[src/rtl/mux_arbitro.sv]
// N-to-1 valid/ready multiplexer with a single output register slot.
// Channel choice is either a fixed index (mode=0) or round-robin from a rotating pointer (mode=1).
module mux_arbitro #(
    parameter  int N = 4,
    parameter  int W = 8,
    localparam int S = (N > 2) ? $clog2(N) : 1
) (
    input  logic           clk,
    input  logic           rst_n,
    input  logic [N-1:0]   in_valid,
    input  logic [N*W-1:0] in_data,
    output logic [N-1:0]   in_ready,
    input  logic           mode,
    input  logic [S-1:0]   sel,
    output logic           out_valid,
    output logic [W-1:0]   out_data,
    output logic [S-1:0]   out_ch,
    input  logic           out_ready
);

    logic [S-1:0]   r_ptr;
    logic           r_out_valid;
    logic [W-1:0]   r_out_data;
    logic [S-1:0]   r_out_ch;

    logic           w_grant_vld;
    logic [S-1:0]   w_grant_idx;
    logic [W-1:0]   w_grant_data;
    logic [S-1:0]   w_ptr_next;
    logic           w_slot_free;
    logic           w_in_xfer;
    logic [2*N-1:0] w_req_dbl;
    logic [N-1:0]   w_req_rot;
    logic [S:0]     w_sum;

    // Rotating the doubled request vector by ptr puts the search start at bit 0,
    // so the lowest set bit k maps back to channel (ptr + k) mod N.
    always_comb begin
        // NOTE: every always_comb output gets a default first so no path can infer a latch.
        w_grant_vld = 1'b0;
        w_grant_idx = '0;
        w_sum       = '0;
        w_req_dbl   = {in_valid, in_valid};
        w_req_rot   = N'(w_req_dbl >> r_ptr);
        if (!mode) begin
            for (int i = 0; i < N; i++) begin
                if (sel == S'(i) && in_valid[i]) begin
                    w_grant_vld = 1'b1;
                    w_grant_idx = S'(i);
                end
            end
        end else begin
            for (int k = N - 1; k >= 0; k--) begin
                if (w_req_rot[k]) begin
                    w_grant_vld = 1'b1;
                    w_sum       = {1'b0, r_ptr} + (S+1)'(k);
                    if (w_sum >= (S+1)'(N)) begin
                        w_sum = w_sum - (S+1)'(N);
                    end
                    w_grant_idx = w_sum[S-1:0];
                end
            end
        end
    end

    always_comb begin
        w_grant_data = '0;
        for (int i = 0; i < N; i++) begin
            if (w_grant_idx == S'(i)) begin
                w_grant_data = in_data[i*W +: W];
            end
        end
    end

    assign w_ptr_next  = (w_grant_idx == S'(N - 1)) ? '0 : w_grant_idx + S'(1);
    // rst_n gates the slot so in_ready drops asynchronously with reset.
    assign w_slot_free = rst_n && (!r_out_valid || out_ready);
    assign w_in_xfer   = w_slot_free && w_grant_vld;

    always_comb begin
        in_ready = '0;
        for (int i = 0; i < N; i++) begin
            in_ready[i] = w_in_xfer && (w_grant_idx == S'(i));
        end
    end

    always_ff @(posedge clk or negedge rst_n) begin
        if (!rst_n) begin
            r_ptr       <= '0;
            r_out_valid <= 1'b0;
            r_out_data  <= '0;
            r_out_ch    <= '0;
        end else begin
            // NOTE: sequential state uses non-blocking assignments so every register samples pre-edge values.
            if (w_in_xfer) begin
                r_out_valid <= 1'b1;
                r_out_data  <= w_grant_data;
                r_out_ch    <= w_grant_idx;
                if (mode) begin
                    r_ptr <= w_ptr_next;
                end
            end else if (r_out_valid && out_ready) begin
                r_out_valid <= 1'b0;
            end
        end
    end

    assign out_valid = r_out_valid;
    assign out_data  = r_out_data;
    assign out_ch    = r_out_ch;

endmodule
[config.mk]
export PLATFORM = sky130hd
export DESIGN_NAME = mux_arbitro
export DESIGN_NICKNAME = d
export VERILOG_FILES = /design/src/rtl/mux_arbitro.sv
export SDC_FILE = /design/constraint.sdc
export NUM_CORES = 1
export LEC_CHECK = 0
export BUFFER_PORTS_ARGS = -buffer_cell sky130_fd_sc_hd__buf_4
export CORE_ASPECT_RATIO = 1.1
export CORE_MARGIN = 1.5
export CORE_UTILIZATION = 48
export DETAILED_ROUTE_END_ITERATION = 12
export PLACE_DENSITY = 0.93
export SETUP_SLACK_MARGIN = 0.5
export SYNTH_ARGS = -nofsm -noshare
export SYNTH_HDL_FRONTEND = slang
export SYNTH_SLANG_ARGS = --single-unit
export TNS_END_PERCENT = 20
[constraint.sdc]
create_clock -name clk -period 6.9 [get_ports clk]
set_input_delay 1.035 -clock clk [delete_from_list [all_inputs] [get_ports clk]]
set_output_delay 1.035 -clock clk [all_outputs]
set_load 0.005 [all_outputs]
## After elaboration in Yosys (flattened, before gate mapping)

Cells that the tools add are included.
W data, S select, Z words.

| storage, ports and cells | value |
|---|---|
| register bits after elaboration | 13 |

| cells by class | value |
|---|---|
| $lt $le $gt $ge | 4 |
| reductions and logical operators | 17 |
| equal/unequal tests | 6 |
| shift-type cells | 1 |
| muxes and demuxes | 28 |
| add/subtract/negate cells | 8 |

Operator list:

| operator | number |
|---|---|
| $mux W8 | 4 |
| $mux W2 | 12 |
| $mux W1 | 12 |
| $logic_and A1 B1 Y1 | 11 |
| $ge A3 B3 Y1 const B | 3 |
| $eq A2 B2 Y1 const B | 4 |
| $shr A8 B2 Y4 | 1 |
| $sub A2 B1 Y2 const B | 4 |
| $add A2 B2 Y3 const B | 2 |
| $eq A2 B1 Y1 const B | 2 |
| $logic_not A2 Y1 | 2 |
| $add A2 B1 Y3 const B | 1 |
| $ge A2 B3 Y1 const B | 1 |
| $add A2 B1 Y2 const B | 1 |
| $reduce_and A2 Y1 | 1 |
| $reduce_bool A2 Y1 | 1 |
| $logic_not A1 Y1 | 1 |
| $logic_or A1 B1 Y1 | 1 |

## Longest topological paths before layout

| logic depth | value |
|---|---|
| depth in word-level cells | 13 |
| depth in mapped cells | 10 |

## Worst setup path before layout

OpenSTA, ideal clock, no wires.

| path | value |
|---|---|
| path type | input -> output |
| from | input port in_valid[0] |
| to | output port in_ready[3] |
| slack | 3,474 ps |
| path buffers | 2 |
| arrival | 2,391 ps |
| required time | 5,865 ps |
| cell stages on the path | 7 |
| path through | nor3b_1 a2111o_1 nand2_1 ha_1 buf_1 buf_2 and2_2 |

| between the ends | value |
|---|---|
| longest elaborated chain between the ends | 8 |
| elaborated cells between the ends (all ways) | 19 |
| those cells by class | eq/ne (1); shift (1); mux (14); reduce/logical (3) |

RTL lines:

| what | line | source |
|---|---|---|
| from (decl) | 10 | `input logic [N-1:0] in_valid,` |
| $shr A8 B2 Y4 * | 44 | `w_req_rot = N'(w_req_dbl >> r_ptr);` |
| $mux W2 (3 in a row) | 54 | `if (w_req_rot[k]) begin` |
| $mux W2 * | 54 |  |
| $mux W2 * | 45 | `if (!mode) begin` |
| named net w_grant_idx[0] | 27 | `logic [S-1:0] w_grant_idx;` |
| $eq A2 B2 Y1 * | 83 | `in_ready[i] = w_in_xfer && (w_grant_idx == S'(i));` |
| $logic_and A1 B1 Y1 * | 83 |  |
| to (decl) | 12 | `output logic [N-1:0] in_ready,` |

The timed path passes the listed nets; every way through them passes the cells marked *.

## Worst setup path after layout

| path | value |
|---|---|
| from | input port in_valid[0] |
| to | output port in_ready[2] |

| between the ends | value |
|---|---|
| longest elaborated chain between the ends | 8 |
| elaborated cells between the ends (all ways) | 19 |
| those cells by class | eq/ne (1); shift (1); mux (14); reduce/logical (3) |

RTL lines:

| what | line |
|---|---|
| $shr A8 B2 Y4 / $logic_and A1 B1 Y1 (equally long branches) | 44, 47 |
| $mux W2, or another cell as far along (4 in a row) | 54 |
| $mux W2 / $mux W1 (equally long branches) | 45 |
| $eq A2 B2 Y1 / $logic_and A1 B1 Y1 (equally long branches) | 83, 78 |
| $logic_and A1 B1 Y1 * | 83 |

Mark *: on every way between the ends. The rest lies on a longest branch, timed or not.

==> results_dict.tcl <==
set metrics [dict create \
    power_leakage_nw 0.722 \
    cts-resized-gates 0 \
    cts_sinks 13 \
    cp-start-kind "primary input" \
    rows 17 \
    placed_area_um2 1480 \
    die_y_um 52.1 \
    synth_top_area_share_pct 30.9 \
    drt-pass1-iter-count 4 \
    clock_skew_ns 0.00459 \
    worstPathRequired_ns 5.86 \
    h-tree-depth 1 \
    clock-root-buffer "clkbuf_4" \
    yosys.area.top_type "dfrtp_1" \
    drv_slew 0 \
    synthCells 107 \
    ant_nets 0 \
    seq_area_um2 325 \
    post_route_cells_drive_above_1_share_pct 48.8 \
    die_area_um2 2480 \
    grt_usage_pct 25.0 \
    worst_setup_path_end_kind "output pin" \
    core_um2 2040 \
    final_common_cell "buf_4" \
    drcViolationCount 0 \
    cts_inserted_buffers 3 \
    dp.final_hpwl_um 2180 \
    synth-seq-cells 13 \
    setup_slack_ns 3.14 \
    postCtsHoldBufs 0 \
    place.gp.congestion 0.774 \
    fin_crit_sh_pct 54.5 \
    vias 1053 \
    grt_start_max_net_pins 18 \
    yosys_warnings 0 \
    io_buffer_count 56 \
    cts_setup_buffers 0 \
    setup_viol 0 \
    syn_nets 153 \
    cp.arrival_ns 2.72 \
    synthesis.area_um2 1050 \
    layout_common_cells "56 x buf_4, 13 x nand2_1, 13 x dfrtp_1" \
    path_class "primary input to output pin" \
    vias_per_cell 5.54 \
    rsz0062_at_grt "no" \
    stdcell_count 190 \
    avgSynthCellArea_um2 9.83 \
    worst_slew_margin_rel_pct 65.5 \
    p_total_mw 0.385 \
    power_switching_mw 0.133 \
    antenna_cells 0 \
    synth-seq-area-share_pct 30.9 \
    area_growth_pct 43.2 \
    pre_cts_ws_ns 3.17 \
    dp.cells 186 \
    worst_pin_slew_ns 0.516 \
    finalHoldViolations 0 \
    fin_tns_setup_ns 0 \
    avgRoutedWirePerCell_um 14.0 \
    cts_tree "yes" \
    swShare_pct 34.5 \
    clockBufferDepth 2 \
    seq_power_share_pct 34.6 \
    first_global_vias 1032 \
    comb_power_share_pct 53.0 \
    max_freq_mhz 266 \
    grt_pass1_wl_um 4350 \
    clk_pin_slew_ns 0.08 \
    ys_types 32 \
    die_w_um 47.6 \
    start_util_pct 51.5 \
    cap_violations 0 \
    wirelength_um 2670 \
    clkPwrFrac_pct 12.4 \
    ioPinCount 57 \
    fin_crit_ns 3.76 \
    postLayoutCoreUtil_pct 73.8 \
    whs_ns 0.527 \
    grt.overflow.total 0 \
    drtIter0Drc 19 \
    status "completed" \
    synth.area.top_cells "dfrtp_1 31%, mux2_2 7.5%, a221oi_1 5.8%" \
    insertion_delay_ns 0.28 \
    min_path_type "register to register" \
    design_area_um2 1510 \
    intPower_mw 0.252 \
    num-nets-final 209 \
    critPathMaxFanout 17 \
    multi_input_area_um2 688 \
    antenna_found_initial 0 \
    power_density_nw_per_um2 255 \
    fillers 159 \
    peakVddDrop_mv 0.213 \
]
## cells by family (layout without fill, tap and decap cells)
kind of cell,Yosys count,in the layout,synth area share [%]
fa+ha+maj,4,4,4.76
flops,13,13,30.9
compound gates,31,31,25.9
buf+inv,8,63,3.69
simple gates,37,37,18.7
mux,14,14,16.1
## power groups by stage
| stage | clock (mW) | combinational, mW | sequential (mW) |
|---|---|---|---|
| floorplan | 0 | 0.115 | 0.132 |
| global placement | 0 | 0.197 | 0.132 |
| detailed placement | 0 | 0.204 | 0.134 |
| CTS | 0.0483 | 0.205 | 0.133 |
| global route | 0.0535 | 0.224 | 0.137 |
| finish | 0.0477 | 0.204 | 0.133 |
## cells in the mapped netlist (all sizes together)
cell / number
nor2b: 8
inv: 3
a211o: 1
mux2: 11
o21a: 1
o221ai: 1
nand2: 13
a21oi: 5
a2111o: 2
a221oi: 7
o41ai: 1
dfrtp: 13
o21ai: 2
nand2b: 2
nand3: 3
nor2: 2
and2: 6
clkbuf: 2
buf: 3
a2bb2oi: 1
a31oi: 2
o31ai: 7
nor3b: 1
ha: 4
a22o: 1
or2: 2
mux2i: 3
## per-layer routing
metal,vias to the layer above,part of all wire [%],GRT usage [%],wire length [µm]
met1,485,40,28.2,1050
met4,0,1.0,8.11,27
met3,6,7.6,5.90,202
li1,507,-,-,-
met2,55,52,44.6,1380
met5,-,0,0,0
## area by class of cell
type / count / share of cell area, %
well taps: 28 / 2.33
inverters: 3 / 0.748
multi-input cells: 86 / 45.7
repair buffers: 56 / 27.9
clock buffers: 4 / 1.74
flip-flops and latches: 13 / 21.6
## worst max-delay path, cell delays in order
cell and delay [ns]:
buf_4 0.14, nor3b_1 0.16, a2111o_1 0.43, and2_1 0.20
ha_1 0.37, and2_2 0.25, buf_4 0.13
## sequential cells by signal, indices dropped and copies added (netlist names)
| signal | flops |
|---|---|
| out_ch | 2 |
| r_ptr | 2 |
| out_data | 8 |
| out_valid | 1 |
## final timing paths
check / startpoint / end / slack (ns) / depth (start not counted)
setup / recovery: in_valid[0] / in_ready[2] / 3.14 / 7
hold / removal: out_data[4] / out_data[4] / 0.53 / 1
setup reg to reg: r_ptr[1] / out_data[7] / 4.13 / 9
hold reg to reg: out_data[4] / out_data[4] / 0.53 / 1
max in group asynchronous: rst_n / out_data[6] / 6.12 / 1
min in group asynchronous: rst_n / out_data[1] / 0.60 / 1
Note: power is estimated with default switching activity, not from simulation.
